### src/rtl/ldpc_dvb_enc_p_acc_pkg.sv
// Shared DVB-S2 LDPC encoder types and constants.
package ldpc_dvb_enc_p_acc_pkg;

    localparam int cROW_W   = 9;
    localparam int cDAT_W   = 360;
    localparam int cRAM_LAT = 2;

    typedef logic [cROW_W-1:0] row_t;

    typedef struct packed {
        logic sof;
        logic sop;
        logic eop;
        logic eof;
    } strb_t;

endpackage

### src/rtl/ldpc_dvb_enc_p_acc_dline.sv
// Valid-tagged payload delay line with clock enable; only the valid bits are cleared by reset.
module ldpc_dvb_enc_p_acc_dline #(
    parameter int pDEPTH = 2,
    parameter int pW     = 13
) (
    input  logic          iclk,
    input  logic          ireset,
    input  logic          iclkena,
    input  logic          ival,
    input  logic [pW-1:0] idat,
    output logic          oval,
    output logic [pW-1:0] odat,
    output logic          obusy
);

    logic [pDEPTH-1:0] val_sr;
    logic [pW-1:0]     dat_sr [pDEPTH];

    // shift the valid tags, cleared asynchronously
    always_ff @(posedge iclk or posedge ireset) begin
        if (ireset) begin
            val_sr <= '0;
        end else if (iclkena) begin
            val_sr[0] <= ival;
            for (int unsigned i = 1; i < pDEPTH; i++) begin
                val_sr[i] <= val_sr[i-1];
            end
        end
    end

    // shift the payload alongside, never reset
    always_ff @(posedge iclk) begin
        if (iclkena) begin
            dat_sr[0] <= idat;
            for (int unsigned i = 1; i < pDEPTH; i++) begin
                dat_sr[i] <= dat_sr[i-1];
            end
        end
    end

    assign oval  = val_sr[pDEPTH-1];
    assign odat  = dat_sr[pDEPTH-1];
    assign obusy = |val_sr;

endmodule

### src/rtl/ldpc_dvb_enc_p_acc.sv
// DVB-S2 IRA parity accumulator: reads raw parity rows and emits p_acc[r] = p_raw[r] ^ p_acc[r-1].
module ldpc_dvb_enc_p_acc
    import ldpc_dvb_enc_p_acc_pkg::*;
#(
    parameter int pROW_W   = cROW_W,
    parameter int pDAT_W   = cDAT_W,
    parameter int pRAM_LAT = cRAM_LAT
) (
    input  logic              iclk,
    input  logic              ireset,
    input  logic              iclkena,
    input  logic              iread,
    input  logic [3:0]        istrb,
    input  logic [pROW_W-1:0] irow_idx,
    output logic              oram_read,
    output logic [pROW_W-1:0] oram_raddr,
    input  logic [pDAT_W-1:0] iram_rdata,
    output logic              oval,
    output logic [3:0]        ostrb,
    output logic [pROW_W-1:0] orow_idx,
    output logic [pDAT_W-1:0] odat,
    output logic              obusy
);

    localparam int cPAY_W = 4 + pROW_W;

    logic [3:0]        strb_s0;
    logic              dl_val;
    logic [cPAY_W-1:0] dl_dat;
    logic              dl_busy;
    strb_t             dl_strb;
    logic [pROW_W-1:0] dl_row;
    logic [pDAT_W-1:0] acc;
    logic [pDAT_W-1:0] acc_nxt;

    // stage 0: RAM read request flag
    always_ff @(posedge iclk or posedge ireset) begin
        if (ireset) begin
            oram_read <= 1'b0;
        end else if (iclkena) begin
            oram_read <= iread;
        end
    end

    // stage 0: RAM address and strobe capture
    always_ff @(posedge iclk) begin
        if (iclkena) begin
            oram_raddr <= irow_idx;
            strb_s0    <= istrb;
        end
    end

    // strobe/row travel with the read so they line up with iram_rdata
    ldpc_dvb_enc_p_acc_dline #(
        .pDEPTH (pRAM_LAT),
        .pW     (cPAY_W)
    ) u_dline (
        .iclk    (iclk),
        .ireset  (ireset),
        .iclkena (iclkena),
        .ival    (oram_read),
        .idat    ({strb_s0, oram_raddr}),
        .oval    (dl_val),
        .odat    (dl_dat),
        .obusy   (dl_busy)
    );

    assign dl_strb = strb_t'(dl_dat[cPAY_W-1 -: 4]);
    assign dl_row  = dl_dat[pROW_W-1:0];

    // next accumulator value: sof restarts the chain
    always_comb begin
        acc_nxt = iram_rdata;
        if (!dl_strb.sof) begin
            acc_nxt = iram_rdata ^ acc;
        end
    end

    // output valid and strobe
    always_ff @(posedge iclk or posedge ireset) begin
        if (ireset) begin
            oval  <= 1'b0;
            ostrb <= '0;
        end else if (iclkena) begin
            oval <= dl_val;
            if (dl_val) begin
                ostrb <= dl_strb;
            end
        end
    end

    // accumulator doubles as the output word; holds across gaps
    always_ff @(posedge iclk) begin
        if (iclkena && dl_val) begin
            acc      <= acc_nxt;
            orow_idx <= dl_row;
        end
    end

    assign odat  = acc;
    assign obusy = iread | oram_read | dl_busy | oval;

`ifndef SYNTHESIS
    logic acc_seen;

    // remember whether any frame start has been accumulated since reset
    always_ff @(posedge iclk or posedge ireset) begin
        if (ireset) begin
            acc_seen <= 1'b0;
        end else if (iclkena && dl_val && dl_strb.sof) begin
            acc_seen <= 1'b1;
        end
    end

    a_sof_first : assert property (@(posedge iclk) disable iff (ireset)
        (iclkena && dl_val && !dl_strb.sof) |-> acc_seen);
`endif

endmodule

### config.mk
export PLATFORM = sky130hd
export DESIGN_NAME = ldpc_dvb_enc_p_acc
export DESIGN_NICKNAME = d
export VERILOG_FILES = /design/src/rtl/ldpc_dvb_enc_p_acc_pkg.sv /design/src/rtl/ldpc_dvb_enc_p_acc_dline.sv /design/src/rtl/ldpc_dvb_enc_p_acc.sv
export SDC_FILE = /design/constraint.sdc
export NUM_CORES = 1
export LEC_CHECK = 0
export ABC_AREA = 0
export CORE_AREA = 2 2 300 302
export CTS_BUF_LIST = sky130_fd_sc_hd__clkbuf_2
export DETAILED_ROUTE_END_ITERATION = 12
export DIE_AREA = 0 0 302 304
export SLEW_MARGIN = 20
export SYNTH_ARGS = -nofsm -noshare
export SYNTH_HDL_FRONTEND = slang
export SYNTH_SLANG_ARGS = --single-unit
export TNS_END_PERCENT = 20
### constraint.sdc
create_clock -name iclk -period 21.6 [get_ports iclk]
set_clock_uncertainty 0.05 [all_clocks]
set_input_delay 2.16 -clock iclk [delete_from_list [all_inputs] [get_ports iclk]]
set_output_delay 2.16 -clock iclk [all_outputs]
set_load 0.03 [all_outputs]
==> metrics, run 1 <==
MaxCap Viol Count=0; Slew HR=0.309; Comb pwr share=0.248; Critical Path Start Type=primary input; Crit. End Element=primary output; post-synthesis net count=about 1600; Post-CTS Setup Repair Bufs=0; final instance area=0.0282 mm^2; Overflow after GRT=0; Layout Nets=2411; Die Y-Extent=304 um; critical path depth=4; die width=302 um; Avg Cell Area, Syn=15.4 um^2; Final setup viols=0; data required time of the worst path=19.39 ns; first-pass GRT wire length=79100 um; DIE AREA=0.0918 mm^2; number of clock sinks=between 400 and 500; peak supply drop=0.0361 mV; Worst-Margin Slew=1.04 ns; Hold Slack=roughly 0.32 ns; clock latency on the worst-skew pair=1.10 ns; Setup WS pre-CTS=15.47 ns; switching part of the total=0.310; first drt pass iteration count=4; Sw Pwr=0.670 mW; Root Buffer=clkbuf_2; cell family with most CP delay=buffers and inverters; Via-to-Cell Ratio=3.69; Initial Util=0.206; Synth cell types=12; Leak=roughly 9.5 nW; Slew Limit Fails=0; DP Wirelength=~40000 um; Tot GR Track Use=0.112; commonest non-fill, non-tap cell in the layout=clkdlybuf4s50_1; share of the synthesized area in the top cell type=0.667; min-delay worst type=flop to flop; CP max-delay cell=clkdlybuf4s50_1; #FFs+latches synth=416; Crit Path Class=primary input to primary output; area leader, netlist=edfxtp_1; final worst-path cycle share=0.268; largest net degree at the start of global routing=125; Post-DRT Antenna Nets=0; total CTS buffers=111; r2r worst-path depth=4; CTS tree=built; Netlist Area Pre-Place=0.0184 mm^2; Post-DP Area=0.0271 mm^2; CP Cell Sequence=clkdlybuf4s50_1 -> nor4_1 -> nand2_1 -> clkdlybuf4s50_1; Hold Buf Count CTS=0; Port Buf Inserts=761; Seq pwr share=0.484; slowest stage delay, CP=about 0.60 ns; Bufs on Longest Clock Path=3; post-cts resize count=0; setup TNS=0 ns; Hold Vio Cnt, Final=0; vias in the first global route=13009; setup slack after layout=roughly 16 ns; hold path depth=0; Clk network pwr share=0.267; synth top area cells=edfxtp_1, xnor2_1, nand2b_1, buf_6, dfrtp_1; Worst Path Max Fanout=2; RSZ-0062 raised after global routing=false; highest-count cells in the layout ignoring fill and taps=clkdlybuf4s50_1, edfxtp_1, nand2b_1, xnor2_1, clkbuf_2; Arrival @ worst endpoint=between 3 and 4 ns; cell internal pwr=around 1.5 mW; routed len/inst=between 15 and 20 um; Cells after Synth=1190; I/O pins=762; synthesis-to-layout area growth=53.6%; Buf/Inv on CP=2; CTS HTree Levels=3; clk slew on worst S/H paths=0.10 ns; min cycle time layout=5.80 ns; layout cell share with drive strength beyond 1=0.0958; num rows=110; sequential share of the synthesized area=0.678; most used cell, CP=clkdlybuf4s50_1; DRT iter0 DRCs=642; pwr/cell area=76.5 mW/mm^2; gpl congestion=0.862; DRC violations left=0; status=finished clean; fmax=172 MHz; Synth warnings=0; via count=about 12000; total power=2.16 mW; initial antenna violation count=4; core area=around 0.089 mm^2; Post-Route WL=53500 um
routing by layer:
metal	global-route usage	routed length [um]
met2	0.197	27200
met3	0.0420	4650
met4	0.0406	1370
met5	0	27
met1	0.122	20200
cell families (layout without fill, tap and decap cells):
kind of cell / Yosys count / in the layout / share of synthesized area
buffers and inverters: 43 / 972 / 0.0221
muxes: 7 / 7 / 0.00429
AOI/OAI and AO/OA: 1 / 1 / 0.000272
DFF: 416 / 416 / 0.678
and+or+nand+nor: 363 / 363 / 0.123
other: 0 / 5 / 0
xor gates and xnor gates: 360 / 360 / 0.172
cell usage after synthesis:
cell type	instances
edfxtp_1	408
nand2_1	2
nor4_1	1
o21ai_0	1
inv_1	3
nand2b_1	360
buf_4	1
xnor2_1	360
mux2_2	7
buf_6	32
dfrtp_1	8
clkbuf_1	7
path summary, 6_finish.rpt:
kind,from,endpoint,slack (ns)
max,iread,obusy,15.80
min,u_dline.dat_sr[0][13],orow_idx[0],0.32
max reg2reg,u_dline.val_sr[1],odat[345],18.05
min reg2reg,u_dline.dat_sr[0][13],orow_idx[0],0.32
max in group asynchronous,ireset,ostrb[1],19.93
min in group asynchronous,ireset,u_dline.val_sr[0],1.31
power groups by stage:
stage                     sequential [mW]  combinational [mW]  clock, mW
after global placement               1.06               0.536          0
final                                1.05               0.536      0.577
after floorplan                      1.22               0.145          0
after detailed placement             1.06               0.541          0
after CTS                            1.05               0.543      0.616
after global routing                 1.06               0.566      0.655
stage by stage:
step,utilization,std cells
after floorplan,-,1190
after global placement,0.305,3096
after detailed placement,0.305,3096
after CTS,0.316,3294
after global routing,0.317,3300
final,0.317,3300
final cells by class:
class	count	area [um^2]
Antenna cell	5	12.5
Clock buffer	174	871
Clock inverter	24	168
Fill cell	8862	60900
Multi-Input combinational cell	731	5500
Tap cell	1176	1470
Inverter	3	18.8
Sequential cell	416	12500
Timing Repair Buffer	771	7700
flip-flops by register name (all words and copies together) (netlist names):
register and count:
oram_read 1, orow_idx 9, ostrb 4, strb_s0 4, oval 1, u_dline.dat_sr 26, u_dline.val_sr 2, odat 360
oram_raddr 9
Power figures use the tool's default switching activity.
==> run 2: changes to the inputs <==
Clock period 21.6 ns to 5.1 ns, I/O delays scaled along.
==> run 2 against run 1 <==
- clock power grew to 4.4 times the previous value
- critical endpoint unchanged
- total power grew to 4.4 times the previous value
- core utilization grew 4.4 points
- combinational power rose to 4.8 times the previous value
- global-route usage is 1.0 points higher
- sequential share of layout area fell by 5.4 points
- critical path depth is 1 higher
==> metrics, run 2 (same netlist as run 1, synthesis figures left out) <==
gpl congestion=0.844; CP startpoint=iread; commonest non-fill, non-tap cell in the layout=clkdlybuf4s50_1; die width=302 um; RR Startpoint=u_dline.val_sr[1]; DIE AREA=0.0918 mm^2; CTS tree=built; Crit Path Class=primary input to primary output; Die Y-Extent=304 um; Crit. End Element=primary output; Port Buf Inserts=761; DRC violations left=0; Overflow after GRT=0; met1 wire length=22600 um; Worst Path Max Fanout=2; Critical Path Start Type=primary input; Root Buffer=clkbuf_2; first-pass GRT wire length=86600 um; total CTS buffers=110; clk slew on worst S/H paths=0.08 ns; MaxCap Viol Count=0; Post-Route WL=58000 um; met2 WL=29300 um; CTS HTree Levels=3; num rows=110; met3 WL=4280 um; via count=around 14000; fin util=0.361; status=finished clean; Hold Crit Start=iram_rdata[357]; max reg flops=360; highest-count cells in the layout ignoring fill and taps=clkdlybuf4s50_1, edfxtp_1, dlygate4sd3_1; top sig layer=met5; synthesis-to-layout area growth=75.0%; RSZ-0062 raised after global routing=false; total power=approximately 9.5 mW; number of clock sinks=416; Layout Nets=2791; first drt pass iteration count=4; DRT iter0 DRCs=529; Worst-Margin Slew=between 0.9 and 1 ns; clock latency on the worst-skew pair=1.05 ns; Arrival @ worst endpoint=2.69 ns; vias in the first global route=~15000; fmax=308 MHz; routed len/inst=15.8 um; peak supply drop=0.135 mV; I/O pins=762; Initial Util=0.206; final worst-path cycle share=0.637; min cycle time layout=3.25 ns; Bufs on Longest Clock Path=3; Leak=around 11 nW; Slew HR=0.398; min-delay worst type=primary input to flop; Tot GR Track Use=0.122; Final setup viols=0; initial antenna violation count=3; pwr/cell area=297 mW/mm^2; core area=slightly below 0.09 mm^2; DP Wirelength=40700 um; Slew Limit Fails=0; Post-DRT Antenna Nets=0; Hold Vio Cnt, Final=0; Via-to-Cell Ratio=3.72; largest net degree at the start of global routing=between 150 and 200; data required time of the worst path=~4.5 ns; layout cell share with drive strength beyond 1=0.0815
==> run 2: worst max-delay path, cell delays in order <==
cell and delay [ns]:
dlygate4sd3_1 0.54, clkdlybuf4s50_1 0.46, nor4_1 0.43, nand2_1 0.13, clkdlybuf4s50_1 0.61
==> run 2: area by class of cell <==
class	instances	area, um^2
Antenna cell	4	10.0
Clock buffer	163	816
Multi-Input combinational cell	731	5520
Timing Repair Buffer	1152	11600
Sequential cell	416	12500
Clock inverter	38	280
Inverter	3	15.0
Tap cell	1176	1470
Fill cell	8526	56900
==> run 2: path summary, 6_finish.rpt <==
path | endpoint | cells past startpoint | slack [ns]
worst max-delay path | obusy | 5 | 1.85
worst min-delay path | odat[357] | 2 | 0.24
worst max register to register | odat[67] | 4 | 2.67
worst min register to register | u_dline.dat_sr[0][22] | 0 | 0.35
max in group asynchronous | ostrb[2] | 4 | 3.98
min in group asynchronous | u_dline.val_sr[1] | 4 | 0.76
==> run 2: what timing repair did <==
action                     in CTS  in global routing
hold buffers                  376                  0
setup endpoints to repair       0                  0
hold endpoints to repair      427                  0
gates resized for setup         0                  0
buffers inserted                0                  0
==> run 2: power by group <==
group          leakage [nW]  total [mW]  internal [mW]  switching [mW]
clock                 0.801        2.56           1.07            1.49
sequential             3.93        4.43           4.24           0.192
combinational          6.38        2.55           1.26            1.29
total                  11.1        9.55           6.57            2.98
==> run 2: through the flow <==
step | hold WS, ns | cell area (um^2) | std cells | setup slack (ns) | TNS, ns
floorplan | 0.276 | 18400 | 1190 | -1.44 | -532.14
global placement | 0.351 | 27300 | 3102 | 2.31 | 0
detailed placement | 0.355 | 27300 | 3102 | 2.32 | 0
CTS | 0.0203 | 32100 | 3679 | 1.53 | 0
global route | 0.0124 | 32100 | 3683 | 1.54 | 0
finish | 0.239 | 32100 | 3683 | 1.85 | 0
==> run 2: routing by layer <==
metal  GRT usage  up-vias
met5           0        -
met4      0.0470        2
met3      0.0393      128
met2       0.215      528
met1       0.136     6506
li1            -     6522
==> run 3: changes to the inputs <==
Clock period 5.1 ns to 3.3 ns, I/O delays scaled along.
==> run 3 against run 2 <==
- global-route usage rose by 0.54 points
- total power rose by 53%
- non-clock buffer count rose by 52
- first-iteration DRC count rose by 20%
- clock-buffer cell count fell by 10
- core utilization rose by 0.50 points
- design area rose by 1.4%
- setup slack got worse by 1.3 ns
- via count rose by 3.1%
- sequential cell count did not move
- sequential power rose by 55%
- critical path type is now flop to primary output
- critical endpoint unchanged
==> metrics, run 3 (same netlist as run 1, synthesis figures left out) <==
first-pass GRT wire length=about 91000 um; data required time of the worst path=2.92 ns; layout cell share with drive strength beyond 1=0.0766; RR Startpoint=u_dline.val_sr[1]; DIE AREA=just over 0.09 mm^2; CP max-delay cell=dfrtp_1; clk slew on worst S/H paths=0.10 ns; gpl congestion=0.839; core area=0.0890 mm^2; r2r worst-path depth=3; Worst Path Max Fanout=4; via count=14114; Worst-Margin Slew=1.15 ns; routed len/inst=approximately 16 um; R2R Path End=odat[337]; Seq. cell area=0.0125 mm^2; final worst-path cycle share=0.845; highest-count cells in the layout ignoring fill and taps=clkdlybuf4s50_1, dlygate4sd3_1, edfxtp_1; commonest non-fill, non-tap cell in the layout=clkdlybuf4s50_1; hold-critical path endpoint=odat[154]; setup TNS=0 ns; Final setup viols=0; DP Wirelength=40700 um; min-delay worst type=primary input to flop; die width=slightly above 300 um; # fillers=8531; peak supply drop=0.216 mV; Hold Crit Start=iram_rdata[154]; synthesis-to-layout area growth=77.4%; Root Buffer=clkbuf_2; status=finished clean; Port Buf Inserts=around 760; Die Y-Extent=304 um; Arrival @ worst endpoint=2.41 ns; fin util=0.366; final instance area=0.0326 mm^2; Post-DRT Antenna Nets=0; first drt pass iteration count=4; Crit. End Element=primary output; Post-DP Area=0.0272 mm^2; Layout Nets=2848; MaxCap Viol Count=0; initial antenna violation count=6; fmax=359 MHz; Hold Vio Cnt, Final=0; I/O pins=762; number of clock sinks=416; largest net degree at the start of global routing=188; Crit Path Class=flop to primary output; Overflow after GRT=0; Hold Slack=between 0.3 and 0.4 ns; DRT iter0 DRCs=635; min cycle time layout=2.79 ns; slowest stage delay, CP=0.43 ns; Slew Limit Fails=0; hold path depth=3; Initial Util=0.206; footprint of the multi-input gates=0.00551 mm^2; total CTS buffers=115; Tot GR Track Use=0.128; num rows=between 100 and 150; RSZ-0062 raised after global routing=false; max reg flops=360; CTS tree=built; DRC violations left=0; Post-Route WL=60000 um; Leak=11.3 nW; R2R setup slack=1.34 ns; vias in the first global route=15637; Via-to-Cell Ratio=approximately 3.8; Critical Path Start Type=flop; clock latency on the worst-skew pair=1.16 ns; CP Cell Sequence=nor4_1 -> nand2_1 -> dlygate4sd2_1; Bufs on Longest Clock Path=3; Slew HR=0.236; pwr/cell area=450 mW/mm^2; CTS HTree Levels=3
==> run 3: power by group <==
group	switching (mW)	leakage, nW	internal, mW
Combinational	2.01	6.58	1.98
Sequential	0.298	3.93	6.55
Clock	2.36	0.763	1.45
Total	4.67	11.3	9.99
==> run 3: worst max path at each step <==
stage | startpoint | endpoint
4_1_cts | odat[239] | odat[239]
2_1_floorplan | u_dline.val_sr[1] | odat[0]
3_5_place_dp | iread | obusy
3_3_place_gp | iread | obusy
6_report | oram_read | obusy
5_1_grt | oram_read | obusy
==> run 3: layer usage <==
layer  up-vias  global-route usage  share of wire
li1       6629                   -              -
met1      6755               0.138           0.39
met2       574               0.224           0.50
met3       154              0.0453          0.072
met4         2              0.0540          0.035
met5         -                   0        0.00018
==> run 3: cell type report <==
cell class / count / share of cell area
Timing Repair Buffer: 1204 / 0.371
Tap cell: 1176 / 0.0452
Antenna cell: 8 / 0.000615
Clock inverter: 39 / 0.00761
Clock buffer: 153 / 0.0235
Inverter: 3 / 0.000461
Multi-Input combinational cell: 731 / 0.169
Sequential cell: 416 / 0.382
==> run 3: repair_timing <==
action,CTS,global route
hold buffers,433,0
buffers inserted,0,0
endpoints found under the hold margin,628,0
endpoints found under the setup margin,1,0
resized for setup,1,0
==> run 3: critical path, delay by kind of cell, from the launching register on <==
| family | cells | cell delay [ns] |
|---|---|---|
| flops | 1 | 0.43 |
| buf+inv | 1 | 0.36 |
| simple gates | 2 | 0.46 |
==> run 3: stage by stage <==
| step | std cells | power (mW) | setup WS (ns) |
|---|---|---|---|
| after global routing | 3730 | 15.5 | 0.106 |
| after floorplan | 1190 | 8.89 | -3.18 |
| final | 3730 | 14.7 | 0.513 |
| after global placement | 3097 | 10.5 | 1.01 |
| after detailed placement | 3097 | 10.5 | 1.10 |
| after CTS | 3722 | 14.9 | 0.173 |
